==> config.mk <==
export PLATFORM = sky130hd
export DESIGN_NAME = bht_ctrl_flat
export DESIGN_NICKNAME = d
export VERILOG_FILES = /design/src/rtl/bht_pkg.sv /design/src/rtl/bht_if.sv /design/src/rtl/bht_upd_fifo.sv /design/src/rtl/bht_ctrl.sv /design/src/flat_wrapper.sv
export SDC_FILE = /design/constraint.sdc
export NUM_CORES = 1
export LEC_CHECK = 0
export CAP_MARGIN = 20
export CORE_MARGIN = 10
export CORE_UTILIZATION = 63
export CTS_CLUSTER_DIAMETER = 50
export DETAILED_ROUTE_END_ITERATION = 7
export DONT_BUFFER_PORTS = 1
export PLACE_DENSITY = 0.79
export SLEW_MARGIN = 30
export SYNTH_ARGS = -nofsm -noshare
export SYNTH_HDL_FRONTEND = slang
export SYNTH_SLANG_ARGS = --single-unit
==> constraint.sdc <==
create_clock -name clk -period 2.9 [get_ports clk]
set_clock_uncertainty 0.15 [all_clocks]
set_input_delay 0.58 -clock clk [delete_from_list [all_inputs] [get_ports clk]]
set_output_delay 0.58 -clock clk [all_outputs]
set_load 0.05 [all_outputs]
==> src/rtl/bht_pkg.sv <==
// Shared constants, FSM encoding and counter helpers for the BHT controller.
// Optional BHT_STAT_EN build adds lookup/update/stall statistics counters.
package bht_pkg;

    localparam int WIDTH   = 2;
    localparam int ENTRY   = 1024;
    localparam int ADDRESS = 10;
    localparam int QDEPTH  = 4;

    localparam logic [WIDTH-1:0] INIT_VAL = 2'b01;
    localparam logic [WIDTH-1:0] CNT_MAX  = {WIDTH{1'b1}};
    localparam logic [WIDTH-1:0] CNT_MIN  = '0;

    typedef enum logic [1:0] {
        INIT,
        IDLE,
        UPD_RD,
        UPD_WR
    } bht_state_e;

    typedef struct packed {
        logic [ADDRESS-1:0] idx;
        logic               taken;
    } upd_t;

    function automatic logic [WIDTH-1:0] sat_inc(input logic [WIDTH-1:0] c);
        return (c == CNT_MAX) ? c : c + 1'b1;
    endfunction

    function automatic logic [WIDTH-1:0] sat_dec(input logic [WIDTH-1:0] c);
        return (c == CNT_MIN) ? c : c - 1'b1;
    endfunction

endpackage

==> src/rtl/bht_if.sv <==
// Fetch lookup / execute update handshake bundle between the core and the BHT.
// master = core side, slave = bht_ctrl.
interface bht_if;

    logic [31:0] Iadd;
    logic        lk_valid;
    logic        lk_ready;
    logic        pred_valid;
    logic        predict;

    logic [31:0] Badd;
    logic        upd_valid;
    logic        upd_taken;
    logic        upd_ready;

    modport master (
        output Iadd,
        output lk_valid,
        input  lk_ready,
        input  pred_valid,
        input  predict,
        output Badd,
        output upd_valid,
        output upd_taken,
        input  upd_ready
    );

    modport slave (
        input  Iadd,
        input  lk_valid,
        output lk_ready,
        output pred_valid,
        output predict,
        input  Badd,
        input  upd_valid,
        input  upd_taken,
        output upd_ready
    );

endinterface

==> src/rtl/bht_upd_fifo.sv <==
// Small synchronous FIFO holding resolved-branch updates until the RAM is free.
// Head entry is visible combinationally; push and pop may share a cycle.
module bht_upd_fifo
    import bht_pkg::*;
#(
    parameter int DEPTH = QDEPTH
) (
    input  logic clk,
    input  logic rst,
    input  logic push,
    input  upd_t din,
    input  logic pop,
    output upd_t dout,
    output logic full,
    output logic empty
);

    localparam int PW = $clog2(DEPTH);

    logic [PW:0] wr_ptr;
    logic [PW:0] rd_ptr;
    upd_t        mem [DEPTH];

    logic do_push;
    logic do_pop;

    assign do_push = push && !full;
    assign do_pop  = pop && !empty;

    always_ff @(posedge clk) begin
        if (rst) begin
            wr_ptr <= '0;
            rd_ptr <= '0;
        end else begin
            if (do_push) wr_ptr <= wr_ptr + 1'b1;
            if (do_pop)  rd_ptr <= rd_ptr + 1'b1;
        end
    end

    always_ff @(posedge clk) begin
        if (do_push) mem[wr_ptr[PW-1:0]] <= din;
    end

    assign dout  = mem[rd_ptr[PW-1:0]];
    assign empty = (wr_ptr == rd_ptr);
    // Extra pointer bit distinguishes full from empty when indices match.
    assign full  = (wr_ptr[PW] != rd_ptr[PW]) &&
                   (wr_ptr[PW-1:0] == rd_ptr[PW-1:0]);

endmodule

==> src/rtl/bht_ctrl.sv <==
// BHT controller: init walk, fetch lookups and buffered read-modify-write updates
// sharing one single-port RAM. BHT_STAT_EN adds lk_cnt/upd_cnt/stall_cnt outputs.
module bht_ctrl
    import bht_pkg::*;
(
    input  logic               clk,
    input  logic               rst,
    bht_if.slave               bus,
    output logic               busy,
    output logic [ADDRESS-1:0] ram_addr,
    output logic               ram_we,
    output logic [WIDTH-1:0]   ram_wdata,
    input  logic [WIDTH-1:0]   ram_rdata
`ifdef BHT_STAT_EN
    ,
    output logic [31:0]        lk_cnt,
    output logic [31:0]        upd_cnt,
    output logic [31:0]        stall_cnt
`endif
);

    bht_state_e state_q;
    bht_state_e state_d;

    logic [ADDRESS-1:0] ptr_q;
    logic [WIDTH-1:0]   cnt_q;
    logic               pred_q;

    logic lk_rdy;
    logic upd_rdy;
    logic lk_fire;
    logic upd_fire;

    logic fifo_pop;
    logic fifo_full;
    logic fifo_empty;
    upd_t fifo_head;
    upd_t fifo_din;

    // Upper address bits alias onto the same counter by design.
    logic unused_hi;
    assign unused_hi = ^{bus.Iadd[31:ADDRESS], bus.Badd[31:ADDRESS]};

    assign fifo_din = '{idx: bus.Badd[ADDRESS-1:0], taken: bus.upd_taken};

    bht_upd_fifo #(
        .DEPTH (QDEPTH)
    ) u_fifo (
        .clk   (clk),
        .rst   (rst),
        .push  (upd_fire),
        .din   (fifo_din),
        .pop   (fifo_pop),
        .dout  (fifo_head),
        .full  (fifo_full),
        .empty (fifo_empty)
    );

    always_comb begin
        state_d   = state_q;
        ram_addr  = '0;
        ram_we    = 1'b0;
        ram_wdata = '0;
        lk_rdy    = 1'b0;
        fifo_pop  = 1'b0;
        if (!rst) begin
            unique case (state_q)
                INIT: begin
                    ram_we    = 1'b1;
                    ram_addr  = ptr_q;
                    ram_wdata = INIT_VAL;
                    if (ptr_q == ADDRESS'(ENTRY - 1)) state_d = IDLE;
                end
                IDLE: begin
                    // A full queue preempts lookups so updates cannot starve.
                    if (fifo_full) begin
                        ram_addr = fifo_head.idx;
                        state_d  = UPD_RD;
                    end else begin
                        lk_rdy = 1'b1;
                        if (bus.lk_valid) begin
                            ram_addr = bus.Iadd[ADDRESS-1:0];
                        end else if (!fifo_empty) begin
                            ram_addr = fifo_head.idx;
                            state_d  = UPD_RD;
                        end
                    end
                end
                UPD_RD: begin
                    ram_addr = fifo_head.idx;
                    state_d  = UPD_WR;
                end
                UPD_WR: begin
                    ram_we    = 1'b1;
                    ram_addr  = fifo_head.idx;
                    ram_wdata = fifo_head.taken ? sat_inc(cnt_q)
                                                : sat_dec(cnt_q);
                    fifo_pop  = 1'b1;
                    state_d   = IDLE;
                end
                default: state_d = INIT;
            endcase
        end
    end

    assign upd_rdy  = !rst && !fifo_full && (state_q != INIT);
    assign lk_fire  = bus.lk_valid && lk_rdy;
    assign upd_fire = bus.upd_valid && upd_rdy;

    always_ff @(posedge clk) begin
        if (rst) begin
            state_q <= INIT;
            ptr_q   <= '0;
            cnt_q   <= '0;
            pred_q  <= 1'b0;
        end else begin
            state_q <= state_d;
            pred_q  <= lk_fire;
            if (state_q == INIT)   ptr_q <= ptr_q + 1'b1;
            if (state_q == UPD_RD) cnt_q <= ram_rdata;
        end
    end

    assign busy           = rst || (state_q == INIT);
    assign bus.lk_ready   = lk_rdy;
    assign bus.upd_ready  = upd_rdy;
    assign bus.pred_valid = pred_q && !rst;
    assign bus.predict    = pred_q && !rst && ram_rdata[WIDTH-1];

`ifdef BHT_STAT_EN
    always_ff @(posedge clk) begin
        if (rst) begin
            lk_cnt    <= '0;
            upd_cnt   <= '0;
            stall_cnt <= '0;
        end else begin
            if (lk_fire)  lk_cnt  <= lk_cnt + 1'b1;
            if (upd_fire) upd_cnt <= upd_cnt + 1'b1;
            if (bus.lk_valid && !lk_rdy && (state_q != INIT))
                stall_cnt <= stall_cnt + 1'b1;
        end
    end
`endif

endmodule
==> src/flat_wrapper.sv <==
// flat-port wrapper written by rule: the top's interface ports become plain ports
module bht_ctrl_flat import bht_pkg::*;
  (clk, rst, busy, ram_addr, ram_we, ram_wdata, ram_rdata, bus_Iadd, bus_lk_valid, bus_lk_ready, bus_pred_valid, bus_predict, bus_Badd, bus_upd_valid, bus_upd_taken, bus_upd_ready);
  bht_if bus_i ();
  input  logic clk;
  input  logic rst;
  output logic busy;
  output logic [ADDRESS-1:0] ram_addr;
  output logic ram_we;
  output logic [WIDTH-1:0] ram_wdata;
  input  logic [WIDTH-1:0] ram_rdata;
  input wire logic [$bits(bus_i.Iadd)-1:0] bus_Iadd;
  input wire logic [$bits(bus_i.lk_valid)-1:0] bus_lk_valid;
  output wire logic [$bits(bus_i.lk_ready)-1:0] bus_lk_ready;
  output wire logic [$bits(bus_i.pred_valid)-1:0] bus_pred_valid;
  output wire logic [$bits(bus_i.predict)-1:0] bus_predict;
  input wire logic [$bits(bus_i.Badd)-1:0] bus_Badd;
  input wire logic [$bits(bus_i.upd_valid)-1:0] bus_upd_valid;
  input wire logic [$bits(bus_i.upd_taken)-1:0] bus_upd_taken;
  output wire logic [$bits(bus_i.upd_ready)-1:0] bus_upd_ready;
  assign bus_i.Iadd = bus_Iadd;
  assign bus_i.lk_valid = bus_lk_valid;
  assign bus_lk_ready = bus_i.lk_ready;
  assign bus_pred_valid = bus_i.pred_valid;
  assign bus_predict = bus_i.predict;
  assign bus_i.Badd = bus_Badd;
  assign bus_i.upd_valid = bus_upd_valid;
  assign bus_i.upd_taken = bus_upd_taken;
  assign bus_upd_ready = bus_i.upd_ready;
  bht_ctrl u_core (.clk(clk), .rst(rst), .bus(bus_i), .busy(busy), .ram_addr(ram_addr), .ram_we(ram_we), .ram_wdata(ram_wdata), .ram_rdata(ram_rdata));
endmodule
# Yosys cells after proc, flatten, opt, wreduce, memory -nomap -nowiden
# Memory sizes are Yosys's and may differ from the RTL's. A register that Yosys moved wholly into a read port is not among the register bits.
# Cells that the tools add are included.
# word_totals
ff_bits	21
mem_bits_rw	44
n_memories	1
output_inout_bits	18
word_cells	68
input_bits	71
# mem_list
memory	depth	width	read_ports	rd_clocked_by_memory_dff	wr	line_no	text
u_core.u_fifo.mem	4	11	1	1	1	bht_upd_fifo.sv:22	upd_t mem [DEPTH];
# op_classes
n_eq_ne	11
addsub	5
mux	26
n_reduce_logical	19
# ops
operator	n
$mux 10	4
$pmux 10 s3	1
$mux 2	10
$add 10x1->10 const B	1
$eq 10x10->1 const B	1
$logic_and 1x1->1	9
$mux 1	9
$pmux 2 s4	1
$add 3x1->3 const B	2
$eq 2x2->1 const B	3
$ne 3x3->1 const B	2
$logic_not 2->1	2
$pmux 2 s2	1
$reduce_or 2->1	2
$eq 3x3->1	1
$logic_not 1->1	3
$reduce_and 3->1	1
$add 2x1->2 const B	1
$eq 2x1->1 const B	1
$eq 2x2->1	1
$ne 2x1->1 const B	1
$reduce_bool 2->1	1
$sub 2x1->2 const B	1
$logic_or 1x1->1	1
$ne 1x1->1	1

# Longest topological paths before layout
# depth
depth_word	9
ltp_mapped	7
mapped_depth_nobuf	6

# Hierarchy
# Synthesis repeated with hierarchy kept, for this count alone.
# hier_totals
hier_cells	266
hier_area_um2	3319.4
# modules_own_cells
mod	instances	area_each_um2	cells_each
bht_upd_fifo	1	2159.6	125
bht_ctrl	1	1159.9	141

# Worst setup path before layout
# OpenSTA, ideal clock, no wires.
# synth_path
kind	reg2out
from	register u_core.state_q[0]
to	output port ram_wdata[0]
stages_incl_launch_ff	7
t_required_ns	2.170
n_path_buf	2
setup_slack_ns	-0.118
arrival_time_ns	2.288
path_cell_list	dfxtp_1 > inv_1 > ha_1 > buf_2 > clkbuf_1 > a21oi_1 > nor3_1
# synth_between
elab_chain_cells	3
word_cells_on_any_way	4
cone_classes	eq/ne (1); mux (2); reduce/logical (1)
# synth_rtl
item	line_no	text
start, declared	bht_ctrl.sv:22	bht_state_e state_q;
start signal, assigned	bht_ctrl.sv:117	state_q <= state_d;
$eq 2x2->1 / $logic_not 2->1 (equally long branches)	bht_ctrl.sv:67	unique case (state_q)
$pmux 2 s2 (*)	bht_ctrl.sv:67	
$mux 2 (*)	bht_ctrl.sv:66	if (!rst) begin
end, declared	flat_wrapper.sv:10	output logic [WIDTH-1:0] ram_wdata;
# Mark *: on every way between the ends. The rest lies on a longest branch, timed or not.

# Worst setup path in the final report
# layout_path
from	register u_core.u_fifo.rd_ptr[0]
to	output port ram_addr[2]
# layout_between
elab_chain_cells	6
word_cells_on_any_way	8
cone_classes	eq/ne (2); mux (5); reduce/logical (1)
# layout_rtl
item	line_no	text
start, declared	bht_upd_fifo.sv:21	logic [PW:0] rd_ptr;
start signal, assigned	bht_upd_fifo.sv:36	if (do_pop) rd_ptr <= rd_ptr + 1'b1;
$eq 3x3->1	bht_upd_fifo.sv:45	assign empty = (wr_ptr == rd_ptr);
$mux 10	bht_ctrl.sv:83	end else if (!fifo_empty) begin
$mux 10	bht_ctrl.sv:81	if (bus.lk_valid) begin
$mux 10 (*)	bht_ctrl.sv:76	if (fifo_full) begin
$pmux 10 s3 (*)	bht_ctrl.sv:67	
$mux 10 (*)	bht_ctrl.sv:66	
end, declared	flat_wrapper.sv:8	output logic [ADDRESS-1:0] ram_addr;
# Marked as above.

==> results_dict.tcl <==
set metrics [dict create \
    place_congestion 0.802 \
    antenna_found_initial 0 \
    regToRegStartpoint "u_core.state_q[1]$_SDFFE_PP0P_" \
    hp-class "in -> reg" \
    drv_slew 0 \
    die_h_um 91.4 \
    power_switching_uw 873 \
    dpl.hpwl_um 4340 \
    arrival_ns 2.08 \
    ff2ff_setup_slack_ns 0.41 \
    cts-htree-levels 3 \
    worst_pin_slew_ns 0.584 \
    syn-instance-count 239 \
    synth-seq-area-share_pct 55.4 \
    cts_num_sinks 67 \
    synth_area_per_cell_um2 13.5 \
    grt_pass1_wl_um 10000 \
    vias_per_cell 5.80 \
    path_clk_slew_ns 0.07 \
    cts_tree "yes" \
    period_share_pct 96.8 \
    post-route-drc-count 0 \
    synth_edf_count 44 \
    layout.nets 348 \
    yosysWarnings 0 \
    synthFlopType "edfxtp_1" \
    grt_usage_pct 15.1 \
    worstSkewPairLatency_ns 0.33 \
    drive_gt1_share_pct 34.3 \
    fillers 263 \
    n_antenna_cell 0 \
    setup_violations 0 \
    numCtsBuffers 9 \
    synthDistinctLibCells 39 \
    p_clk_share_pct 35.2 \
    area_growth_pct 20.3 \
    synthArstFlopShare_pct 0 \
    slew_headroom_pct 61.0 \
    synth_nets 321 \
    whs_path_depth 1 \
    syn-cell-area_um2 3220 \
    setup_ws_ns 0.0918 \
    power_uw 2860 \
    required_ns 2.17 \
    ir_drop_mv 0.456 \
    io_buffers 0 \
    min-delay-start "rst" \
    core_um2 4850 \
    fp.dieArea_um2 8360 \
    grt_pass1_vias 2034 \
    vias 1959 \
    drt_iter0_drc 59 \
    wirelength_um 6440 \
    power.internal_uw 1990 \
    gr-total-overflow 0 \
    hold_violations 0 \
    pwr-share-comb_pct 26.6 \
    place_ws_ns 0.268 \
    crit_type "reg -> out" \
    worstPathMaxFanout 10 \
    fin_hold_ws_ns 0.161 \
    r2r_cells 5 \
    ys_ff_latch 67 \
    max_clock_freq_mhz 356 \
    start_util_pct 66.3 \
    min_period_ns 2.81 \
    endpoint_kind "primary output" \
    status "complete, no violations" \
    cts_buffer_depth 2 \
    reg2reg_to "u_core.u_fifo.mem[1][10]$_DFFE_PP_" \
    rows 25 \
    num_io_pins 89 \
    clock-root-buffer "clkbuf_8" \
    cap_violations 0 \
    wl_per_cell_um 19.1 \
    cp-start-kind "flop" \
    swShare_pct 30.5 \
    power.share.sequential_pct 38.2 \
    die_width_um 91.4 \
    min_to "u_core.u_fifo.wr_ptr[0]$_SDFFE_PP0P_" \
    p_per_area_nw_per_um2 740 \
    grt_max_degree 41 \
    ant_nets 0 \
    p_leak_uw 0.00129 \
    drt_pass1_iterations 4 \
]
metrics by stage:
step / cell area (um^2) / setup TNS [ns] / util (%) / cells
6_report: 3870 / 0 / 79.8 / 338
5_1_grt: 3870 / -0.00794 / 79.8 / 338
4_1_cts: 3760 / -0.131 / 77.6 / 337
3_5_place_dp: 3470 / 0 / 71.5 / 320
3_3_place_gp: 3470 / 0 / 71.5 / 320
2_1_floorplan: 3230 / 0 / - / 239
state kept, by name (all words and copies together) (netlist names), named ones only:
name	flops
u_core.state_q	2
u_core.pred_q	1
u_core.cnt_q	2
u_core.u_fifo.mem	44
u_core.ptr_q	10
u_core.u_fifo.wr_ptr	3
u_core.u_fifo.rd_ptr	3
synth_stat cells, types with 3 or more instances:
library cell   n  area (um^2)
a221oi_2      10          150
clkbuf_1       5         18.8
nor3_1         7         35.0
edfxtp_1      44         1320
mux2i_1        7         70.1
mux4_2        11          248
and2_1         4         25.0
or3_1          3         18.8
nand2b_1       3         18.8
nand2_1        4         15.0
o31ai_1       11         82.6
nand4_1        4         25.0
buf_1          3         11.3
inv_1         17         63.8
a21oi_1       15         75.1
ha_1          11          138
xnor2_1        9         78.8
nor2_1        19         71.3
dfxtp_1       23          460
cells by family after synthesis:
logic type | Yosys count | share of synthesized area [%]
AOI/OAI and AO/OA | 44 | 12.3
xor gates and xnor gates | 15 | 5.02
adders and majority gates | 13 | 4.90
buffers and inverters | 27 | 3.23
DFF | 67 | 55.4
muxes | 19 | 10.2
and+or+nand+nor | 54 | 8.91
cell usage in the layout (no fill, tap or decap), types with 3 or more instances in the layout:
master	count
dfxtp_2	5
o31ai_2	6
edfxtp_1	44
nand2_1	3
nand2b_1	3
a21oi_1	15
xnor2_1	9
or3_1	3
dfxtp_1	18
buf_6	9
mux4_2	11
nor2_1	19
nor3_1	4
nand4_1	4
ha_1	10
inv_1	16
o31ai_1	4
mux2i_1	7
a221oi_2	10
and2_1	4
nor3_2	3
buf_4	15
clkbuf_8	9
bufinv_16	4
routing by layer:
layer / share of wire, % / global-route usage, %
met1: 42 / 16.8
met2: 51 / 24.5
met3: 6.6 / 6.67
met4: 0.95 / 6.40
met5: 0 / 0
power by group through the flow:
| stage | Combinational [uW] | Clock, uW | Sequential (uW) |
|---|---|---|---|
| 6_report | 760 | 1010 | 1090 |
| 5_1_grt | 807 | 1070 | 1100 |
| 4_1_cts | 725 | 1020 | 1090 |
| 3_5_place_dp | 711 | 0 | 1110 |
| 3_3_place_gp | 699 | 0 | 1110 |
| 2_1_floorplan | 557 | 0 | 1100 |
worst max-delay path by stage:
| stage | from | endpoint | cells after the start |
|---|---|---|---|
| after global routing | u_core.state_q[1]$_SDFFE_PP0P_ | ram_addr[9] | 8 |
| after detailed placement | u_core.state_q[1]$_SDFFE_PP0P_ | ram_addr[1] | 8 |
| after floorplan | rst | bus_lk_ready | 3 |
| after global placement | u_core.state_q[1]$_SDFFE_PP0P_ | ram_addr[0] | 8 |
| after CTS | u_core.state_q[0]$_SDFFE_PP0P_ | ram_addr[5] | 6 |
| final | u_core.u_fifo.rd_ptr[0]$_SDFFE_PP0P_ | ram_addr[2] | 6 |
worst max-delay path, stage by stage, from the launching register on:
cell and delay, ns:
dfxtp_1 0.49, xor2_2 0.19, nor4_4 0.27, buf_6 0.21, o31ai_1 0.10, a221oi_2 0.24, buf_4 0.24
area by class of cell:
| class | instances | area, um^2 | area share (%) |
|---|---|---|---|
| sequential | 67 | 1790 | 46.2 |
| inverter | 17 | 63.8 | 1.65 |
| clock inverter | 7 | 140 | 3.62 |
| timing repair buffer | 26 | 254 | 6.57 |
| multi-input combinational | 145 | 1420 | 36.6 |
| tap | 67 | 83.8 | 2.17 |
| clock buffer | 9 | 124 | 3.20 |
what timing repair did:
action                                  in CTS  in global routing
pin swaps                                    3                  3
endpoints found under the hold margin        0                  0
gates resized for setup                      3                 26
endpoints found under the setup margin      10                 10
hold buffers                                 0                  0
buffers inserted                             1                  0
gates cloned                                 0                  1
Note: power is estimated with default switching activity, not from simulation.
